===== src/rtl/coax_rx_ctrl.sv =====
// coax_rx sequencing controller: frames received words, tags last/error, and
// buffers them in a first-word-fall-through FIFO for the host.
module coax_rx_ctrl #(
   parameter int DEPTH   = 8,
   parameter int HOLDOFF = 16
) (
   input  logic        clk,
   input  logic        reset,
   input  logic        enable,
   input  logic        rx_active,
   input  logic        rx_strobe,
   input  logic        rx_error,
   input  logic [9:0]  rx_data,
   output logic        rx_reset,
   input  logic        rd_strobe,
   output logic [11:0] rd_data,
   output logic        empty,
   output logic        full,
   output logic        overflow,
   output logic [7:0]  frame_count,
   output logic        busy
);

   localparam int AW = $clog2(DEPTH);
   localparam int HW = (HOLDOFF > 1) ? $clog2(HOLDOFF) : 1;

   typedef enum logic [2:0] {
      ST_DISABLED,
      ST_IDLE,
      ST_RECEIVE,
      ST_ERROR,
      ST_HOLDOFF
   } state_t;

   state_t        state;
   logic [9:0]    hold_data;
   logic          hold_valid;
   logic [9:0]    err_code;
   logic [HW-1:0] hold_cnt;

   logic          push_en;
   logic [11:0]   push_data;
   logic          do_push;
   logic          do_pop;
   logic [AW:0]   wr_ptr;
   logic [AW:0]   rd_ptr;
   logic [11:0]   mem [DEPTH];

   // Push decode: the held word is committed once the next event reveals
   // whether it was the final word of the frame.
   always_comb begin
      push_en   = 1'b0;
      push_data = '0;
      if (enable) begin
         case (state)
            ST_RECEIVE: begin
               if (rx_error || rx_strobe) begin
                  push_en   = hold_valid;
                  push_data = {2'b00, hold_data};
               end else if (!rx_active) begin
                  push_en   = hold_valid;
                  push_data = {2'b10, hold_data};
               end
            end
            ST_ERROR: begin
               push_en   = 1'b1;
               push_data = {2'b11, err_code};
            end
            default: ;
         endcase
      end
   end

   always_ff @(posedge clk or posedge reset) begin
      if (reset) begin
         state       <= ST_DISABLED;
         rx_reset    <= 1'b1;
         busy        <= 1'b0;
         hold_data   <= '0;
         hold_valid  <= 1'b0;
         err_code    <= '0;
         hold_cnt    <= '0;
         frame_count <= '0;
      end else if (!enable) begin
         state      <= ST_DISABLED;
         rx_reset   <= 1'b1;
         busy       <= 1'b0;
         hold_valid <= 1'b0;
      end else begin
         case (state)
            ST_DISABLED: begin
               state      <= ST_IDLE;
               rx_reset   <= 1'b0;
               busy       <= 1'b0;
               hold_valid <= 1'b0;
            end
            ST_IDLE: begin
               if (rx_error) begin
                  err_code <= rx_data;
                  state    <= ST_ERROR;
                  rx_reset <= 1'b1;
                  busy     <= 1'b1;
               end else if (rx_active) begin
                  state <= ST_RECEIVE;
                  busy  <= 1'b1;
               end
            end
            ST_RECEIVE: begin
               if (rx_error) begin
                  err_code   <= rx_data;
                  hold_valid <= 1'b0;
                  state      <= ST_ERROR;
                  rx_reset   <= 1'b1;
               end else if (rx_strobe) begin
                  hold_data  <= rx_data;
                  hold_valid <= 1'b1;
               end else if (!rx_active) begin
                  hold_valid <= 1'b0;
                  if (hold_valid) frame_count <= frame_count + 8'd1;
                  state <= ST_IDLE;
                  busy  <= 1'b0;
               end
            end
            ST_ERROR: begin
               frame_count <= frame_count + 8'd1;
               rx_reset    <= 1'b0;
               hold_valid  <= 1'b0;
               hold_cnt    <= HW'(HOLDOFF - 1);
               state       <= ST_HOLDOFF;
            end
            ST_HOLDOFF: begin
               if (hold_cnt != '0) begin
                  hold_cnt <= hold_cnt - 1'b1;
               end else if (!rx_active) begin
                  state <= ST_IDLE;
                  busy  <= 1'b0;
               end
            end
            default: begin
               state    <= ST_DISABLED;
               rx_reset <= 1'b1;
               busy     <= 1'b0;
            end
         endcase
      end
   end

   // Extra wrap bit distinguishes full from empty when the indices match.
   assign empty   = (wr_ptr == rd_ptr);
   assign full    = (wr_ptr[AW] != rd_ptr[AW]) && (wr_ptr[AW-1:0] == rd_ptr[AW-1:0]);
   assign do_pop  = rd_strobe && !empty;
   assign do_push = push_en && (!full || do_pop);
   assign rd_data = mem[rd_ptr[AW-1:0]];

   always_ff @(posedge clk or posedge reset) begin
      if (reset) begin
         wr_ptr   <= '0;
         rd_ptr   <= '0;
         overflow <= 1'b0;
         for (int i = 0; i < DEPTH; i++) mem[i] <= '0;
      end else begin
         if (do_push) begin
            mem[wr_ptr[AW-1:0]] <= push_data;
            wr_ptr              <= wr_ptr + 1'b1;
         end
         if (do_pop) rd_ptr <= rd_ptr + 1'b1;
         if (!enable) overflow <= 1'b0;
         else if (push_en && !do_push) overflow <= 1'b1;
      end
   end

endmodule

===== config.mk =====
export PLATFORM = sky130hd
export DESIGN_NAME = coax_rx_ctrl
export DESIGN_NICKNAME = d
export VERILOG_FILES = /design/src/rtl/coax_rx_ctrl.sv
export SDC_FILE = /design/constraint.sdc
export NUM_CORES = 1
export LEC_CHECK = 0
export CORE_UTILIZATION = 55
export CTS_BUF_LIST = sky130_fd_sc_hd__clkbuf_2 sky130_fd_sc_hd__clkbuf_4 sky130_fd_sc_hd__clkbuf_8
export CTS_CLUSTER_DIAMETER = 40
export CTS_CLUSTER_SIZE = 14
export DETAILED_ROUTE_END_ITERATION = 8
export GPL_ROUTABILITY_DRIVEN = 0
export PLACE_DENSITY = 0.74
export SYNTH_ARGS = -nofsm -noshare
export SYNTH_HDL_FRONTEND = slang
export SYNTH_SLANG_ARGS = --single-unit

===== constraint.sdc =====
create_clock -name clk -period 5.37 [get_ports clk]
set_input_delay 0.8055 -clock clk [delete_from_list [all_inputs] [get_ports clk]]
set_output_delay 0.8055 -clock clk [all_outputs]
set_load 0.1 [all_outputs]

; ---- Word-level counts from Yosys, hierarchy flattened
; Index checks and enable logic that the tools add are counted.
[op_classes]
add_sub_neg = 4
mul = 0
n_div = 0
order_cmp = 3
eq_ne = 23
n_shift = 0
muxes = 47
bitwise = 3
n_reduce_logical = 24
[ops]
columns = cell, n
row1 = 96-bit bitwise mux, 1
row2 = 12-bit two-way mux, 6
row3 = 12-bit binary-select mux with 3-bit select, 1
row4 = 12-bit demux with 3-bit select, 1
row5 = 8-bit two-way mux, 4
row6 = 12-bit case mux with 2 select lines, 1
row7 = 3-bit two-way mux, 7
row8 = 1-bit two-way mux, 18
row9 = 8-bit case mux with 2 select lines, 1
row10 = 3-bit case mux with 5 select lines, 1
row11 = 2-bit inequality test (second input constant), 7
row12 = 3-bit inequality test (second input constant), 3
row13 = 3-bit AND reduction, 3
row14 = 4-bit by 1-bit adder with 4-bit output (second input constant), 2
row15 = 8-bit by 1-bit adder with 8-bit output (second input constant), 1
row16 = 4-bit greater-or-equal comparator (second input constant), 2
row17 = 4-bit inequality test (second input constant), 2
row18 = 3-bit NOT with 4-bit output, 2
row19 = 4-bit case mux with 2 select lines, 1
row20 = 3-bit by 2-bit == test with 1-bit output (second input constant), 2
row21 = 3-bit by 2-bit inequality test with 1-bit output (second input constant), 2
row22 = 6-bit AND reduction, 1
row23 = 1-bit logical AND, 5
row24 = 5-bit inequality test (second input constant), 1
row25 = 22 further kinds, 29
[totals]
ff_bits = 143
latch_bits = 0
mem_bits_rw = 0
rom_bits = 0
in_bits = 17
out_inout_bits = 25
word_cells = 123
mem_count = 0

; ---- Longest topological paths before layout
[logic_depth]
depth_word = 9
ltp_mapped = 8
mapped_depth_nobuf = 6

; ---- Worst setup path before layout
; No wires, ideal clock.
[synth_timing]
kind = register -> output
startpoint = register wr_ptr[0]
endpoint = output empty
arrival_time_ns = 2.137
t_required_ns = 4.564
setup_slack_ns = 2.427
stages_incl_launch_ff = 5
path_buffers = 1
path_cell_list = dfrtp_1 buf_2 xnor2_1 nand3_1 nor2_1
[synth_between]
elab_chain_cells = 1
[synth_rtl]
columns = element, line_no
row1 = start: declaration, 45  ; logic [AW:0] wr_ptr;
row2 = start signal: assignment, 164  ; wr_ptr <= wr_ptr + 1'b1;
row3 = 4-bit == test, 149  ; assign empty = (wr_ptr == rd_ptr);
row4 = end: declaration, 17  ; output logic empty,
; Every way passes these cells.

; ---- Worst setup path after layout
[layout_timing]
startpoint = register rd_ptr[0]
endpoint = output rd_data[5]
[layout_between]
elab_chain_cells = 4
[layout_rtl]
columns = element, line_no
row1 = start: declaration, 46  ; logic [AW:0] rd_ptr;
row2 = start signal: assignment, 166  ; if (do_pop) rd_ptr <= rd_ptr + 1'b1;
row3 = 3-bit NOT with 4-bit output (implied by the code), 153  ; assign rd_data = mem[rd_ptr[AW-1:0]];
row4 = 12-bit binary-select mux with 3-bit select, 153
row5 = 12-bit two-way mux (implied by the code) (2 in a row), 153
row6 = end: declaration, 16  ; output logic [11:0] rd_data,
; Every way passes these cells. The select of a mux whose other input is x is not followed.

==> qor.txt <==
placed inst area -> 0.00765 sq mm
DP HPWL -> 8770 microns
clock-pin slew on the worst setup and hold paths -> 0.08 ns
largest cells by area after synthesis -> dfrtp_1 (49%), mux2_4 (12%), mux2_2 (11%), mux4_2 (7.5%), o2111ai_4 (2.2%)
most frequent cells after synthesis -> dfrtp_1 (142), mux2_2 (71), mux2_4 (60)
total track usage -> 0.229
I/O Buffers -> 41
count of final hold-check violations -> 0
CP required -> 4.56 ns
grt total ovfl -> 0
Core Footprint -> 0.0127 sq mm
via count -> 4,130
area fraction of the dominant cell type after synthesis -> 0.492
share of layout cells above drive strength 1 -> 0.387
TritonCTS clock tree -> done
die area -> 0.0136 sq mm
Layout area overhead -> 12.1%
Hold Path Class -> flop to flop
DRT Pass-1 Iters -> 4
Die Y -> 117 microns
hold_buf cts -> 0
final period utilization -> 0.725
Post-synth EDFFs -> 0
Synth Register Bits -> 143
number of global-route vias before repair -> 4,372
IO Pins -> 42
CTS HTree Levels -> 4
Worst Path Max Fanout -> 28
fillers -> 1,004
mean post-synth cell area -> 14.5 sq um
initial DRC count -> 267
setup repair after global routing missed its margin -> false
row cnt -> 41
Yosys cell types -> 51
CP Capture Type -> output pin
Rel. slew slack -> 0.341
Max Fclk -> 257 MHz
most common flop cell mapped by yosys -> dfrtp_1
DR DRC count -> 0
CTS root buffer -> clkbuf_8
largest area contributor in the netlist -> dfrtp_1
initial antenna violation count -> 0
yosys warns -> 0
routed wire length -> 13,900 microns
critical path class -> flop to output pin
final core occ -> 0.636
largest net degree at the start of global routing -> 114
setup bufs post-CTS -> 0
first-pass GRT wire length -> 23,000 microns
Hold EP -> frame_count[7]$_DFFE_PP0P_
cell area after layout -> 0.00809 sq mm
Peak VDD IR -> 0.000323 V
critical path arrival -> 3.09 ns
Clock Sink Count -> 143
Mapped Nets -> 518
Worst-Skew Late Latency -> 0.45 ns
cell count after synthesis -> 497
Slew Limit Fails -> 0
TritonCTS Buffers -> 17
Setup crit start kind -> flop
count leader, synth -> dfrtp_1
CP startpoint -> rd_ptr[0]$_DFFE_PP0P_
Max clock buf depth -> 2
P per Cell Area -> 377 mW/mm^2
final setup TNS -> 0 ns
status -> completed
crit path time final -> 3.89 ns
FF-to-FF Start -> rd_ptr[2]$_DFFE_PP0P_
# setup viols final -> 0
cts repair resizes -> 0
fraction of registers with async set/reset -> 1.00
Initial Utilization -> 0.567
Seq/Total Area, Yosys -> 0.496
hold path start -> frame_count[7]$_DFFE_PP0P_
reg2reg end -> mem[18]$_DFFE_PP0P_
worst reg-to-reg setup slack -> 1.99 ns
ant diodes -> 0
clock skew -> 0.00888 ns
hold-critical path depth -> 1
Static Leak -> 0.00379 uW
die extent in x -> 117 microns
Wirelength per Cell -> 19.5 microns
synthesized cell area -> 0.00722 sq mm
Via density -> 5.82
Final ANT Viol Nets -> 0
Slew @ Worst Pin -> 0.985 ns
nets -> 546
MaxCap Viol Count -> 0
reg2reg path depth -> 4
## final cells by class
type                            count  area [sq um]  area share
Tap cell                          172           215      0.0266
Clock inverter                     14           191      0.0237
Clock buffer                       18           248      0.0306
Timing Repair Buffer               46           443      0.0547
Inverter                           10          42.5     0.00526
Sequential cell                   143          3580       0.442
Multi-Input combinational cell    307          3370       0.417
## power by group
part	switching, uW	leakage, uW	internal, uW
Combinational	476	0.00165	302
Clock	412	0.000211	517
Sequential	145	0.00193	1200
Total	1030	0.00379	2020
## sequential cells by signal, summed over array words and instances (netlist names), 3 cells and up
name,cells
err_code,10
rd_ptr,4
hold_data,10
hold_cnt,4
wr_ptr,4
mem,96
frame_count,8
state,3
## per-layer routing
layer  track usage  vias to the layer above  part of all wire
li1              -                     1898                 -
met1         0.309                     2153              0.46
met2         0.365                       69              0.49
met3        0.0628                       10             0.037
met4        0.0700                        0            0.0088
met5             0                        -                 0
## cell usage in the layout, fill, tap and decap left out, drive strengths merged, types with 7 or more instances in the layout
cell type,Yosys,layout
mux2,131,131
xnor2,15,15
a32oi,10,10
nand3,7,7
mux4,24,24
nand2,13,13
clkbuf,15,18
clkdlybuf4s50,0,40
inv,10,10
nor2,30,30
o2111ai,9,9
dfrtp,142,142
## cells by family after synthesis
family | after synthesis | share of synthesized area
muxes | 155 | 0.310
xor gates and xnor gates | 21 | 0.0255
buffers and inverters | 47 | 0.0367
adders and majority gates | 4 | 0.00693
DFF | 143 | 0.496
AOI/OAI and AO/OA | 48 | 0.0690
and+or+nand+nor | 79 | 0.0556
## through the flow
step	setup WS, ns	hold WS (ns)	std cells	power [uW]
after CTS	1.41	0.492	709	3090
after floorplan	0.728	0.474	497	1980
final	1.48	0.492	710	3050
after global placement	1.83	0.461	677	2120
after detailed placement	1.77	0.475	677	2160
after global routing	1.34	0.517	710	3210
## critical path, stage by stage (launching register included)
cell             delay, ns
dfrtp_1               0.32
buf_4                 0.46
mux4_2                0.58
mux2_2                0.29
clkdlybuf4s50_1       0.97
## how the worst max path moves through the flow
stage,endpoint,slack [ns],cells past startpoint
finish,rd_data[5],1.48,4
global route,rd_data[4],1.34,4
CTS,rd_data[4],1.41,4
detailed placement,mem[83]$_DFFE_PP0P_,1.77,5
global placement,mem[80]$_DFFE_PP0P_,1.83,5
floorplan,busy$_DFFE_PP0P_,0.73,1
Power figures use the tool's default switching activity.
